File: src/rtl/ldtu_pkg.sv
// Shared LiTE-DTU definitions: word headers, word-type decode, field offsets and
// sample extraction. Used by both the stream decoder and the DTU encoder side.
package ldtu_pkg;

  localparam int unsigned Nbits_12 = 12;
  localparam int unsigned Nbits_32 = 32;
  localparam int unsigned crcBits  = 12;
  localparam logic [crcBits-1:0] CRC_POLY = 12'h80F;

  localparam logic [1:0] HdrBase5   = 2'b01;
  localparam logic [3:0] HdrBaseN   = 4'b0010;
  localparam logic [5:0] HdrSig2    = 6'b001010;
  localparam logic [5:0] HdrSig1    = 6'b001011;
  localparam logic [3:0] HdrTrailer = 4'b1101;
  localparam logic [3:0] HdrIdle    = 4'b1110;

  localparam int unsigned TrlCntLsb  = 20;
  localparam int unsigned TrlCrcLsb  = 8;
  localparam int unsigned TrlFnumLsb = 0;
  localparam int unsigned SigS1Lsb   = 13;

  typedef enum logic [2:0] {
    WtBase5, WtBaseN, WtSig2, WtSig1, WtTrailer, WtIdle, WtInvalid
  } word_type_e;

  typedef enum logic {StIdle, StUnpack} dec_state_e;

  typedef struct packed {
    logic                value_valid;
    logic                baseline;
    logic                gain;
    logic [Nbits_12-1:0] value;
  } sample_t;

  // Signal headers share the 0010 prefix with partial baseline, so test them first.
  function automatic word_type_e decode_word(input logic [Nbits_32-1:0] w);
    word_type_e t;
    if (w[31:30] == HdrBase5) begin
      t = WtBase5;
    end else if (w[31:26] == HdrSig2) begin
      t = WtSig2;
    end else if (w[31:26] == HdrSig1) begin
      t = WtSig1;
    end else if (w[31:28] == HdrBaseN) begin
      t = (w[27:24] >= 4'd1 && w[27:24] <= 4'd4) ? WtBaseN : WtInvalid;
    end else if (w[31:28] == HdrTrailer) begin
      t = WtTrailer;
    end else if (w[31:28] == HdrIdle) begin
      t = WtIdle;
    end else begin
      t = WtInvalid;
    end
    return t;
  endfunction

  function automatic logic [2:0] word_samples(input word_type_e t,
                                              input logic [Nbits_32-1:0] w);
    logic [2:0] n;
    case (t)
      WtBase5: n = 3'd5;
      WtBaseN: n = w[26:24];
      WtSig2:  n = 3'd2;
      WtSig1:  n = 3'd1;
      default: n = 3'd0;
    endcase
    return n;
  endfunction

  function automatic sample_t word_sample(input logic [Nbits_32-1:0] w, input word_type_e t,
                                          input logic [2:0] idx);
    sample_t s;
    logic [Nbits_32-1:0] sh;
    s  = '0;
    sh = w >> (6 * idx);
    case (t)
      WtBase5, WtBaseN: begin
        s.baseline = 1'b1;
        s.value    = {6'b0, sh[5:0]};
      end
      WtSig2, WtSig1: begin
        s.gain  = (idx == 3'd0) ? w[12] : w[SigS1Lsb+12];
        s.value = (idx == 3'd0) ? w[11:0] : w[SigS1Lsb+11:SigS1Lsb];
      end
      default: s = '0;
    endcase
    s.value_valid = 1'b1;
    return s;
  endfunction

endpackage

File: src/rtl/ldtu_crc12_word.sv
// Combinational CRC-12 update over one 32-bit word, MSB first.
module ldtu_crc12_word
  import ldtu_pkg::*;
(
  input  logic [crcBits-1:0]  crc_i,
  input  logic [Nbits_32-1:0] data_i,
  output logic [crcBits-1:0]  crc_o
);

  logic [crcBits-1:0] crc_acc;
  logic               fb;

  always_comb begin
    crc_acc = crc_i;
    fb      = 1'b0;
    for (int i = Nbits_32 - 1; i >= 0; i--) begin
      fb      = crc_acc[crcBits-1] ^ data_i[i];
      crc_acc = {crc_acc[crcBits-2:0], 1'b0};
      if (fb) begin
        crc_acc = crc_acc ^ CRC_POLY;
      end
    end
    crc_o = crc_acc;
  end

endmodule

File: src/rtl/ldtu_stream_decoder.sv
// Receive-side LiTE-DTU lane decoder: unpacks data words into one sample per cycle and
// checks each frame trailer for CRC, sample count and frame number continuity.
module ldtu_stream_decoder
  import ldtu_pkg::*;
(
  input  logic                CLK,
  input  logic                RST,
  input  logic [Nbits_32-1:0] DATA32_in,
  input  logic                data_valid,
  output logic                data_ready,
  output logic [Nbits_12-1:0] sample_out,
  output logic                gain_out,
  output logic                baseline_out,
  output logic                sample_valid,
  output logic                frame_done,
  output logic                crc_error,
  output logic                count_error,
  output logic                fnum_error,
  output logic [7:0]          frame_num,
  output logic                invalid_word
);

  dec_state_e          state_q;
  logic [Nbits_32-1:0] word_q;
  word_type_e          type_q;
  logic [2:0]          idx_q;
  logic [2:0]          rem_q;
  logic [crcBits-1:0]  crc_q;
  logic [7:0]          cnt_q;
  logic                first_q;
  logic [7:0]          frame_num_q;

  logic [Nbits_12-1:0] sample_q;
  logic                gain_q;
  logic                baseline_q;
  logic                sample_valid_q;
  logic                frame_done_q;
  logic                crc_error_q;
  logic                count_error_q;
  logic                fnum_error_q;
  logic                invalid_q;

  logic                accept;
  word_type_e          in_type;
  logic [2:0]          in_n;
  sample_t             in_smp;
  sample_t             cur_smp;
  logic [crcBits-1:0]  crc_d;
  logic [7:0]          trl_cnt;
  logic [crcBits-1:0]  trl_crc;
  logic [7:0]          trl_fnum;

  // The cycle showing a word's last sample is already back in StIdle, which gives
  // back-to-back acceptance without a bubble.
  assign data_ready = (state_q == StIdle) && !RST;
  assign accept     = data_valid && data_ready;

  always_comb begin
    in_type  = decode_word(DATA32_in);
    in_n     = word_samples(in_type, DATA32_in);
    in_smp   = word_sample(DATA32_in, in_type, 3'd0);
    cur_smp  = word_sample(word_q, type_q, idx_q);
    trl_cnt  = DATA32_in[TrlCntLsb +: 8];
    trl_crc  = DATA32_in[TrlCrcLsb +: crcBits];
    trl_fnum = DATA32_in[TrlFnumLsb +: 8];
  end

  ldtu_crc12_word u_crc (
    .crc_i  (crc_q),
    .data_i (DATA32_in),
    .crc_o  (crc_d)
  );

  always_ff @(posedge CLK) begin
    if (RST) begin
      state_q        <= StIdle;
      word_q         <= '0;
      type_q         <= WtIdle;
      idx_q          <= '0;
      rem_q          <= '0;
      crc_q          <= '0;
      cnt_q          <= '0;
      first_q        <= 1'b1;
      frame_num_q    <= '0;
      sample_q       <= '0;
      gain_q         <= 1'b0;
      baseline_q     <= 1'b0;
      sample_valid_q <= 1'b0;
      frame_done_q   <= 1'b0;
      crc_error_q    <= 1'b0;
      count_error_q  <= 1'b0;
      fnum_error_q   <= 1'b0;
      invalid_q      <= 1'b0;
    end else begin
      sample_valid_q <= 1'b0;
      frame_done_q   <= 1'b0;
      invalid_q      <= 1'b0;
      unique case (state_q)
        StIdle: begin
          if (accept) begin
            unique case (in_type)
              WtBase5, WtBaseN, WtSig2, WtSig1: begin
                crc_q          <= crc_d;
                cnt_q          <= cnt_q + {5'b0, in_n};
                word_q         <= DATA32_in;
                type_q         <= in_type;
                sample_q       <= in_smp.value;
                gain_q         <= in_smp.gain;
                baseline_q     <= in_smp.baseline;
                sample_valid_q <= 1'b1;
                idx_q          <= 3'd1;
                rem_q          <= in_n - 3'd1;
                if (in_n > 3'd1) begin
                  state_q <= StUnpack;
                end
              end
              WtTrailer: begin
                frame_done_q  <= 1'b1;
                crc_error_q   <= (trl_crc != crc_q);
                count_error_q <= (trl_cnt != cnt_q);
                fnum_error_q  <= !first_q && (trl_fnum != frame_num_q + 8'd1);
                frame_num_q   <= trl_fnum;
                first_q       <= 1'b0;
                crc_q         <= '0;
                cnt_q         <= '0;
              end
              WtIdle: begin
              end
              default: invalid_q <= 1'b1;
            endcase
          end
        end
        StUnpack: begin
          sample_q       <= cur_smp.value;
          gain_q         <= cur_smp.gain;
          baseline_q     <= cur_smp.baseline;
          sample_valid_q <= 1'b1;
          idx_q          <= idx_q + 3'd1;
          rem_q          <= rem_q - 3'd1;
          if (rem_q == 3'd1) begin
            state_q <= StIdle;
          end
        end
        default: state_q <= StIdle;
      endcase
    end
  end

  assign sample_out   = sample_q;
  assign gain_out     = gain_q;
  assign baseline_out = baseline_q;
  assign sample_valid = sample_valid_q;
  assign frame_done   = frame_done_q;
  assign crc_error    = crc_error_q;
  assign count_error  = count_error_q;
  assign fnum_error   = fnum_error_q;
  assign frame_num    = frame_num_q;
  assign invalid_word = invalid_q;

endmodule

File: config.mk
export PLATFORM = sky130hd
export DESIGN_NAME = ldtu_stream_decoder
export DESIGN_NICKNAME = d
export VERILOG_FILES = /design/src/rtl/ldtu_pkg.sv /design/src/rtl/ldtu_crc12_word.sv /design/src/rtl/ldtu_stream_decoder.sv
export SDC_FILE = /design/constraint.sdc
export NUM_CORES = 1
export LEC_CHECK = 0
export ABC_AREA = 0
export CAP_MARGIN = 30
export CORE_UTILIZATION = 45
export DETAILED_ROUTE_END_ITERATION = 12
export PLACE_DENSITY = 0.66
export SETUP_SLACK_MARGIN = 0.2
export SLEW_MARGIN = 20
export SYNTH_ARGS = -nofsm -noshare
export SYNTH_HDL_FRONTEND = slang
export SYNTH_SLANG_ARGS = --single-unit
File: constraint.sdc
create_clock -name CLK -period 3.8 [get_ports CLK]
set_clock_uncertainty 0.15 [all_clocks]
set_input_delay 0.38 -clock CLK [delete_from_list [all_inputs] [get_ports CLK]]
set_output_delay 0.38 -clock CLK [all_outputs]
set_load 0.03 [all_outputs]
==> results of run 1 <==
sequential cells by signal, summed over array words and instances, names as in the netlist:
| register | count |
|---|---|
| idx_q | 3 |
| crc_q | 12 |
| fnum_error | 1 |
| state_q | 1 |
| type_q | 2 |
| rem_q | 3 |
| crc_error | 1 |
| count_error | 1 |
| gain_out | 1 |
| word_q | 32 |
| frame_done | 1 |
| baseline_out | 1 |
| sample_out | 12 |
| first_q | 1 |
| cnt_q | 8 |
| sample_valid | 1 |
| frame_num | 8 |
| invalid_word | 1 |
kinds of logic after synthesis:
kind of cell,count (synthesis),share of synthesized area [%]
flops,90,33.3
buf+inv,64,4.93
mux,14,4.03
simple gates,237,19.8
xor+xnor,112,21.7
compound gates,129,13.8
fa+ha+maj,10,2.45
cell type report:
class | count | share of cell area (%)
multi-input combinational | 502 | 51.8
inverter | 17 | 0.988
clock buffer | 11 | 3.76
timing repair buffer | 82 | 12.3
sequential | 90 | 27.9
clock inverter | 5 | 0.465
tap | 143 | 2.77
routing by layer:
layer | up-vias | part of all wire (%) | track usage, %
met5 | - | 0 | 0
li1 | 2303 | - | -
met4 | 0 | 2.3 | 10.7
met1 | 2213 | 47 | 33.9
met3 | 24 | 4.3 | 3.05
met2 | 144 | 46 | 40.3
how the worst max path moves through the flow:
stage | from | to | slack (ns) | cells after the start
4_1_cts | DATA32_in[22] | crc_q[11]$_SDFFE_PP0P_ | 0.71 | 8
3_5_place_dp | DATA32_in[22] | crc_q[11]$_SDFFE_PP0P_ | 0.36 | 8
6_report | DATA32_in[18] | crc_q[11]$_SDFFE_PP0P_ | 0.71 | 8
3_3_place_gp | DATA32_in[27] | crc_q[11]$_SDFFE_PP0P_ | 0.39 | 8
5_1_grt | DATA32_in[18] | crc_q[11]$_SDFFE_PP0P_ | 0.58 | 8
2_1_floorplan | DATA32_in[27] | crc_q[11]$_SDFFE_PP0P_ | 0.95 | 8
worst max-delay path, stage by stage:
cell and delay [ns]:
clkdlybuf4s50_1 0.54, xnor2_1 0.35, xor3_2 0.44, xnor3_1 0.38
xnor3_2 0.43, xnor3_2 0.39, xnor2_1 0.17, o22ai_1 0.09
power by group through the flow:
stage,sequential [mW],clock [mW],combinational (mW)
final,1.05,0.843,1.24
after global routing,1.06,0.886,1.34
after CTS,1.05,0.857,1.24
after detailed placement,1.07,0,1.23
after global placement,1.07,0,1.23
after floorplan,1.08,0,0.985
layout by cell type (no fill, tap or decap), types with 4 or more instances in the layout:
cell type,Yosys,final
o22ai_1,4,4
nand3_1,20,20
nor2b_1,8,8
nor3b_1,4,4
xnor2_1,78,78
xnor3_1,7,7
dfxtp_1,90,90
nor2_1,43,43
nor3_1,16,15
a211oi_1,12,12
inv_1,17,17
xor2_1,20,20
a31oi_1,4,4
nand2_1,113,113
nand2b_1,8,8
ha_1,9,9
clkbuf_16,0,9
nand4_1,6,6
o21ai_0,20,20
mux2i_1,6,6
a21oi_1,73,73
clkdlybuf4s50_1,0,62
nand3b_1,12,12
buf_4,4,17
mux4_2,6,6
metrics by stage:
stage	total power [mW]	setup slack (ns)	utilization, %	area, sq um	instances
floorplan	2.06	0.953	-	5400	656
global placement	2.30	0.390	53.5	6180	834
detailed placement	2.31	0.363	53.5	6180	834
CTS	3.15	0.715	55.8	6460	850
global route	3.28	0.584	55.8	6460	850
finish	3.13	0.711	55.8	6460	850
==> flow_metrics.py, run 1 <==
metrics = {
    "power": {
        "clockPowerShare_pct": 26.9,
        "p_sw_mw": 0.989,
        "irDropWorstVdd_uv": 1150,
        "p_int_mw": 2.14,
        "share_comb_of_total_power_pct": 39.5,
        "pwr-share-seq_pct": 33.5,
        "p_leak_nw": 2.25,
        "switching_share_pct": 31.6,
        "powerDensity_nw_per_um2": 485,
    },
    "worst_setup_path": {
        "critPathLaunchType": "primary input",
        "cp.required_ns": 3.88,
        "timing.rr.start": "crc_q[2]$_SDFFE_PP0P_",
        "cp.arrival_ns": 3.16,
        "rr_endpoint": "crc_q[11]$_SDFFE_PP0P_",
        "worst_setup_path_end_kind": "flip-flop",
        "critPathMaxFanout": 4,
        "path_class": "primary input to flip-flop",
        "reg2reg_slack_ns": 0.91,
        "reg2regPathDepth": 7,
    },
    "placed_design": {
        "hpwl_microns": 11200,
        "numPortBuffers": 63,
        "place_congestion": 0.913,
    },
    "clocking": {
        "cts_max_path_buffers": 2,
        "cts_setup_buffers": 0,
        "cts_max_level": 3,
        "ctsHoldBuffers": 0,
        "path_clk_slew_ns": 0.06,
        "cts_resized": 0,
        "cts_root_buf": "clkbuf_16",
        "clock_latency_ns": 0.35,
        "cts_tree": "yes",
        "numCtsBuffers": 9,
        "cts_sinks": 90,
    },
    "sta": {
        "rsz0062_at_grt": "false",
        "tns_ns": 0,
        "finalSetupViolations": 0,
        "max_freq_mhz": 324,
        "hold_violations": 0,
        "whs_ns": 0.279,
        "slew_viol_final": 0,
        "fin_crit_ns": 3.09,
        "tightest_slew_ns": 0.855,
        "timing.final.crit_share_pct": 81.3,
        "slew-limit-headroom_pct": 43.0,
    },
    "status": {
        "failed_checks": "DRC",
        "status": "finished, violations left",
    },
    "worst_hold_path": {
        "hold_depth": 4,
        "min-delay-start": "RST",
        "hold_end": "invalid_word$_SDFF_PP0_",
        "min_path_type": "primary input to flip-flop",
    },
    "grt": {
        "grt_usage_pct": 25.0,
        "grt_pass1_vias": 4537,
        "grt_max_degree": 84,
        "antenna_found_initial": 0,
        "grt_pass1_wl_microns": 24100,
        "grt-ovfl-total": 0,
    },
    "drt": {
        "wl_microns": 15100,
        "dr.first_iter.drc_count": 355,
        "vias_per_cell": 5.51,
        "dr_total_vias": 4684,
        "antenna_left": 0,
        "wl_per_cell_microns": 17.7,
        "first_pass_iters": 9,
        "drc_errors": 2,
    },
    "final_layout": {
        "fillers": 1092,
        "layout.nets": 747,
        "drive_above_1_share_pct": 7.50,
        "multi_input_area_sq_um": 3350,
        "syn_to_final_growth_pct": 19.5,
        "antenna_cells": 0,
        "seqCellArea_sq_um": 1800,
    },
    "floorplanning": {
        "die_x_microns": 112,
        "rows": 39,
        "core_area_sq_um": 11600,
        "dieHeight_microns": 112,
        "boundaryPins": 64,
        "start_util_pct": 46.7,
        "fp.dieArea_sq_um": 12400,
    },
    "yosys": {
        "ys_seq_elements": 90,
        "netlist_area_sq_um": 5400,
        "ys.flop_type": "dfxtp_1",
        "synthCells": 656,
        "yosysSeqAreaShare_pct": 33.3,
        "postSynthAreaPerCell_sq_um": 8.24,
        "synth_top_area_share_pct": 33.3,
        "ys_top_cells_by_count": "113 x nand2_1, 90 x dfxtp_1, 78 x xnor2_1, 73 x a21oi_1, 43 x nor2_1",
        "ys_types": 50,
        "synth-edff-count": 0,
        "synth-warning-count": 0,
        "synth_nets": 701,
        "yosysMostFrequentCell": "nand2_1",
        "synth.area.top_cells": "dfxtp_1 33%, xnor2_1 13%, nand2_1 7.9%",
        "yosys.area.top_type": "dfxtp_1",
        "async_flop_share_pct": 0,
    },
    "run": {
        "maxCapViolCount": 0,
    },
}
Note: power is estimated with default switching activity, not from simulation.
==> inputs of run 2 (changes only) <==
Clock period 3.8 ns to 3.25 ns, I/O delays scaled along.
==> flow_metrics.py, run 2 (synthesis results as in run 1) <==
metrics = {
    "clocking": {
        "clock_latency_ns": 0.35,
        "cts_max_level": 3,
        "cts_sinks": 90,
        "cts_root_buf": "clkbuf_16",
        "cts_max_path_buffers": 2,
        "numCtsBuffers": 9,
        "cts_tree": "yes",
        "path_clk_slew_ns": 0.07,
    },
    "grt": {
        "use_met2_pct": 42.0,
        "grt_pass1_vias": 4658,
        "grt_max_degree": 84,
        "grt_use_met1_pct": 36.3,
        "grt_pass1_wl_microns": 25000,
        "grt_usage_pct": 26.2,
        "top_usage_layer": "met2",
        "grt-ovfl-total": 0,
        "antenna_found_initial": 0,
        "use_met3_pct": 3.43,
    },
    "drt": {
        "wl_microns": 15700,
        "dr_total_vias": 4785,
        "wl_per_cell_microns": 17.9,
        "antenna_left": 0,
        "dr.first_iter.drc_count": 285,
        "first_pass_iters": 9,
        "vias_per_cell": 5.46,
        "drc_errors": 3,
    },
    "worst_hold_path": {
        "min_path_type": "primary input to flip-flop",
        "hold_end": "invalid_word$_SDFF_PP0_",
        "min-delay-start": "RST",
        "hold_depth": 4,
    },
    "placed_design": {
        "numPortBuffers": 63,
        "place_inst": 860,
        "place_congestion": 0.958,
        "hpwl_microns": 11800,
        "dpl_cell_area_sq_um": 6380,
    },
    "floorplanning": {
        "start_util_pct": 46.7,
        "core_area_sq_um": 11600,
        "die_x_microns": 112,
        "boundaryPins": 64,
        "fp.dieArea_sq_um": 12400,
        "rows": 39,
        "dieHeight_microns": 112,
    },
    "status": {
        "status": "finished, violations left",
        "failed_checks": "DRC",
    },
    "worst_setup_path": {
        "critPathLaunchType": "primary input",
        "rr_endpoint": "crc_q[11]$_SDFFE_PP0P_",
        "crit_start": "DATA32_in[9]",
        "path_class": "primary input to flip-flop",
        "cp.required_ns": 3.33,
        "critPathMaxFanout": 2,
        "cp.arrival_ns": 3.03,
        "timing.rr.start": "crc_q[7]$_SDFFE_PP0P_",
        "reg2regPathDepth": 7,
        "reg2reg_slack_ns": 0.42,
        "worst_setup_path_end_kind": "flip-flop",
    },
    "final_layout": {
        "drive_above_1_share_pct": 10.9,
        "fillers": 1083,
        "antenna_cells": 0,
        "stdcell_area_sq_um": 6720,
        "top_register": "word_q",
        "utilization_pct": 58.1,
        "largest_reg_flops": 32,
        "seqCellArea_sq_um": 1800,
        "stdcell_count": 876,
        "layout.nets": 773,
        "syn_to_final_growth_pct": 24.4,
        "final_common_cell": "nand2_1",
        "final_cell_mix": "113 x nand2_1, 90 x dfxtp_1, 78 x xnor2_1",
        "multi_input_area_sq_um": 3350,
    },
    "run": {
        "maxCapViolCount": 0,
    },
    "power": {
        "clockPowerShare_pct": 29.9,
        "pwr-share-seq_pct": 30.8,
        "irDropWorstVdd_uv": 1090,
        "p_sw_mw": 1.20,
        "switching_share_pct": 30.1,
        "finalPower_mw": 3.98,
        "p_leak_nw": 2.42,
        "p_int_mw": 2.78,
        "share_comb_of_total_power_pct": 39.3,
        "powerDensity_nw_per_um2": 592,
    },
    "sta": {
        "fin_crit_ns": 2.95,
        "slew-limit-headroom_pct": 42.7,
        "timing.final.crit_share_pct": 90.9,
        "rsz0062_at_grt": "false",
        "max_freq_mhz": 338,
        "tns_ns": 0,
        "slew_viol_final": 0,
        "tightest_slew_ns": 0.860,
        "hold_violations": 0,
        "finalSetupViolations": 0,
    },
}
## run 2: final cells by class
type | instances | area share [%]
Multi-Input combinational cell | 502 | 49.8
Inverter | 17 | 0.949
Clock inverter | 4 | 1.08
Timing Repair Buffer | 108 | 14.7
Clock buffer | 12 | 3.97
Sequential cell | 90 | 26.8
Tap cell | 143 | 2.66
## run 2: critical path, cell delays in order
cell	delay [ns]
clkdlybuf4s50_1	0.51
xnor2_1	0.18
buf_4	0.14
xor3_2	0.39
xnor3_1	0.37
xnor3_2	0.43
xnor3_2	0.39
xnor2_1	0.18
o22ai_1	0.09
## run 2: worst max-delay path by stage
| stage | endpoint | depth (start not counted) | slack, ns |
|---|---|---|---|
| floorplan | crc_q[11]$_SDFFE_PP0P_ | 8 | 0.46 |
| global placement | crc_q[11]$_SDFFE_PP0P_ | 8 | -0.05 |
| detailed placement | crc_q[11]$_SDFFE_PP0P_ | 8 | -0.12 |
| CTS | crc_q[11]$_SDFFE_PP0P_ | 8 | 0.25 |
| global route | crc_q[11]$_SDFFE_PP0P_ | 9 | 0.23 |
| finish | crc_q[11]$_SDFFE_PP0P_ | 9 | 0.30 |
## run 2: power by group through the flow
stage	Clock [mW]	Combinational, mW	Sequential (mW)
after floorplan	0	1.15	1.26
after global placement	0	1.53	1.25
after detailed placement	0	1.56	1.25
after CTS	1.20	1.57	1.23
after global routing	1.25	1.68	1.23
final	1.19	1.57	1.23
## run 2: per-stage QoR
stage | hold WS [ns] | worst slack, ns
after global routing | 0.251 | 0.226
after CTS | 0.213 | 0.248
after detailed placement | 0.299 | -0.121
final | 0.223 | 0.295
after global placement | 0.286 | -0.0453
after floorplan | 0.277 | 0.458
## run 2: routing by layer
layer	routed length, microns	share of wire [%]
met5	0	0
met4	289	1.8
met3	790	5.0
met2	7390	47
met1	7210	46
## run 2: repair_timing
| action | in CTS | in global routing |
|---|---|---|
| resized for setup | 0 | 1 |
| setup endpoints to repair | 0 | 1 |
| setup buffers | 0 | 0 |
| hold buffers | 0 | 0 |
==> inputs of run 3 (changes only) <==
Settings changed: SLEW_MARGIN 20 to 40, TNS_END_PERCENT from default to 100.
==> flow_metrics.py, run 3 (synthesis results as in run 1) <==
metrics = {
    "drt": {
        "wl_per_cell_microns": 17.9,
        "met2_length_microns": 7380,
        "dr.first_iter.drc_count": 290,
        "dr_total_vias": 4792,
        "wirelength_met1_microns": 7200,
        "top_layer_used": "met4",
        "drc_errors": 3,
        "wl_microns": 15700,
        "vias_per_cell": 5.47,
        "wl_met3_microns": 829,
        "first_pass_iters": 9,
        "antenna_left": 0,
    },
    "worst_setup_path": {
        "critPathMaxFanout": 2,
        "reg2regPathDepth": 7,
        "slowest_stage": "clkdlybuf4s50_1",
        "cp-endpoint": "crc_q[11]$_SDFFE_PP0P_",
        "path_class": "primary input to flip-flop",
        "cp_cell_sequence": "clkdlybuf4s50_1 > xnor2_1 > buf_4 > xor3_2 > xnor3_1 > xnor3_2 > xnor3_2 > xnor2_1 > o22ai_1",
        "cpPeakStageDelay_ns": 0.51,
        "critPathLaunchType": "primary input",
        "cp.required_ns": 3.33,
        "reg2reg_slack_ns": 0.42,
        "worst_setup_path_end_kind": "flip-flop",
        "timing.rr.start": "crc_q[7]$_SDFFE_PP0P_",
        "cp.arrival_ns": 3.03,
        "rr_endpoint": "crc_q[11]$_SDFFE_PP0P_",
        "crit_start": "DATA32_in[9]",
    },
    "final_layout": {
        "final_common_cell": "nand2_1",
        "largest_reg_flops": 32,
        "multi_input_area_sq_um": 3350,
        "seqCellArea_sq_um": 1800,
        "utilization_pct": 58.2,
        "layout.nets": 773,
        "stdcell_area_sq_um": 6730,
        "antenna_cells": 0,
        "final_cell_mix": "113 x nand2_1, 90 x dfxtp_1, 78 x xnor2_1",
        "fillers": 1081,
        "syn_to_final_growth_pct": 24.5,
        "top_register": "word_q",
        "drive_above_1_share_pct": 10.9,
    },
    "placed_design": {
        "hpwl_microns": 11800,
        "numPortBuffers": 63,
        "dpl_cell_area_sq_um": 6380,
        "place_congestion": 0.958,
    },
    "clocking": {
        "clock_latency_ns": 0.36,
        "numCtsBuffers": 9,
        "cts_tree": "yes",
        "path_clk_slew_ns": 0.07,
        "cts_max_path_buffers": 2,
        "cts_max_level": 3,
        "cts_sinks": 90,
        "cts_root_buf": "clkbuf_16",
    },
    "floorplanning": {
        "dieHeight_microns": 112,
        "start_util_pct": 46.7,
        "rows": 39,
        "die_x_microns": 112,
        "core_area_sq_um": 11600,
        "fp.dieArea_sq_um": 12400,
        "boundaryPins": 64,
    },
    "sta": {
        "slew_viol_final": 0,
        "fin_crit_ns": 2.95,
        "finalSetupViolations": 0,
        "slew-limit-headroom_pct": 49.7,
        "timing.final.crit_share_pct": 90.9,
        "whs_ns": 0.236,
        "max_freq_mhz": 339,
        "hold_violations": 0,
        "rsz0062_at_grt": "false",
        "tightest_slew_ns": 0.752,
    },
    "grt": {
        "grt_max_degree": 84,
        "antenna_found_initial": 0,
        "grt_usage_pct": 26.2,
        "grt_pass1_vias": 4658,
        "grt-ovfl-total": 0,
        "grt_pass1_wl_microns": 25000,
    },
    "status": {
        "failed_checks": "DRC",
        "status": "finished, violations left",
    },
    "power": {
        "finalPower_mw": 3.98,
        "powerDensity_nw_per_um2": 592,
        "p_leak_nw": 2.42,
        "irDropWorstVdd_uv": 1090,
    },
    "worst_hold_path": {
        "min_path_type": "primary input to flip-flop",
    },
    "run": {
        "maxCapViolCount": 0,
    },
}
## run 3: cell count changes in the layout (fill, tap and decap cells not counted)
| cell | before | now |
|---|---|---|
| buf_4 | 43 | 42 |
| buf_6 | 0 | 1 |
## run 3: worst min-delay path by stage
stage	start	end	slack, ns	depth (start not counted)
after global routing	RST	invalid_word$_SDFF_PP0_	0.26	4
final	RST	invalid_word$_SDFF_PP0_	0.24	4
after detailed placement	type_q[2]$_SDFFE_PP1P_	type_q[2]$_SDFFE_PP1P_	0.30	1
after global placement	type_q[2]$_SDFFE_PP1P_	type_q[2]$_SDFFE_PP1P_	0.29	1
after floorplan	type_q[2]$_SDFFE_PP1P_	type_q[2]$_SDFFE_PP1P_	0.28	1
after CTS	RST	invalid_word$_SDFF_PP0_	0.21	4
## run 3: final cells by class
cell class | instances | share of cell area (%)
Multi-Input combinational cell | 502 | 49.8
Sequential cell | 90 | 26.8
Timing Repair Buffer | 108 | 14.8
Clock buffer | 12 | 3.96
Tap cell | 143 | 2.66
Clock inverter | 4 | 1.08
Inverter | 17 | 0.949
## run 3: layer usage
layer / up-vias / track usage, %
met5: - / 0
met4: 0 / 8.65
met3: 19 / 3.43
met2: 147 / 42.0
met1: 2276 / 36.3
li1: 2350 / -
## run 3: metrics by stage
| step | TNS, ns | setup slack (ns) | cells |
|---|---|---|---|
| floorplan | 0 | 0.458 | 656 |
| global placement | -0.0453 | -0.0453 | 860 |
| detailed placement | -0.121 | -0.121 | 860 |
| CTS | 0 | 0.248 | 876 |
| global route | 0 | 0.226 | 876 |
| finish | 0 | 0.297 | 876 |
## run 3: power by group
group          total, mW  switching (mW)  internal, mW
combinational       1.57           0.678         0.887
clock               1.19           0.456         0.736
sequential          1.23          0.0652          1.16
total               3.98            1.20          2.78
## run 3: worst max-delay path: cells and delay by family
family,cells,cell delay [ns]
XOR/XNOR,6,1.94
AO/OA/AOI/OAI,1,0.09
buffers and inverters,2,0.65
## run 3: what timing repair did
| action | 4_1_cts | 5_1_grt |
|---|---|---|
| buffers inserted | 0 | 0 |
| gates resized for setup | 0 | 1 |
| hold buffers | 0 | 0 |
| endpoints found under the setup margin | 0 | 1 |
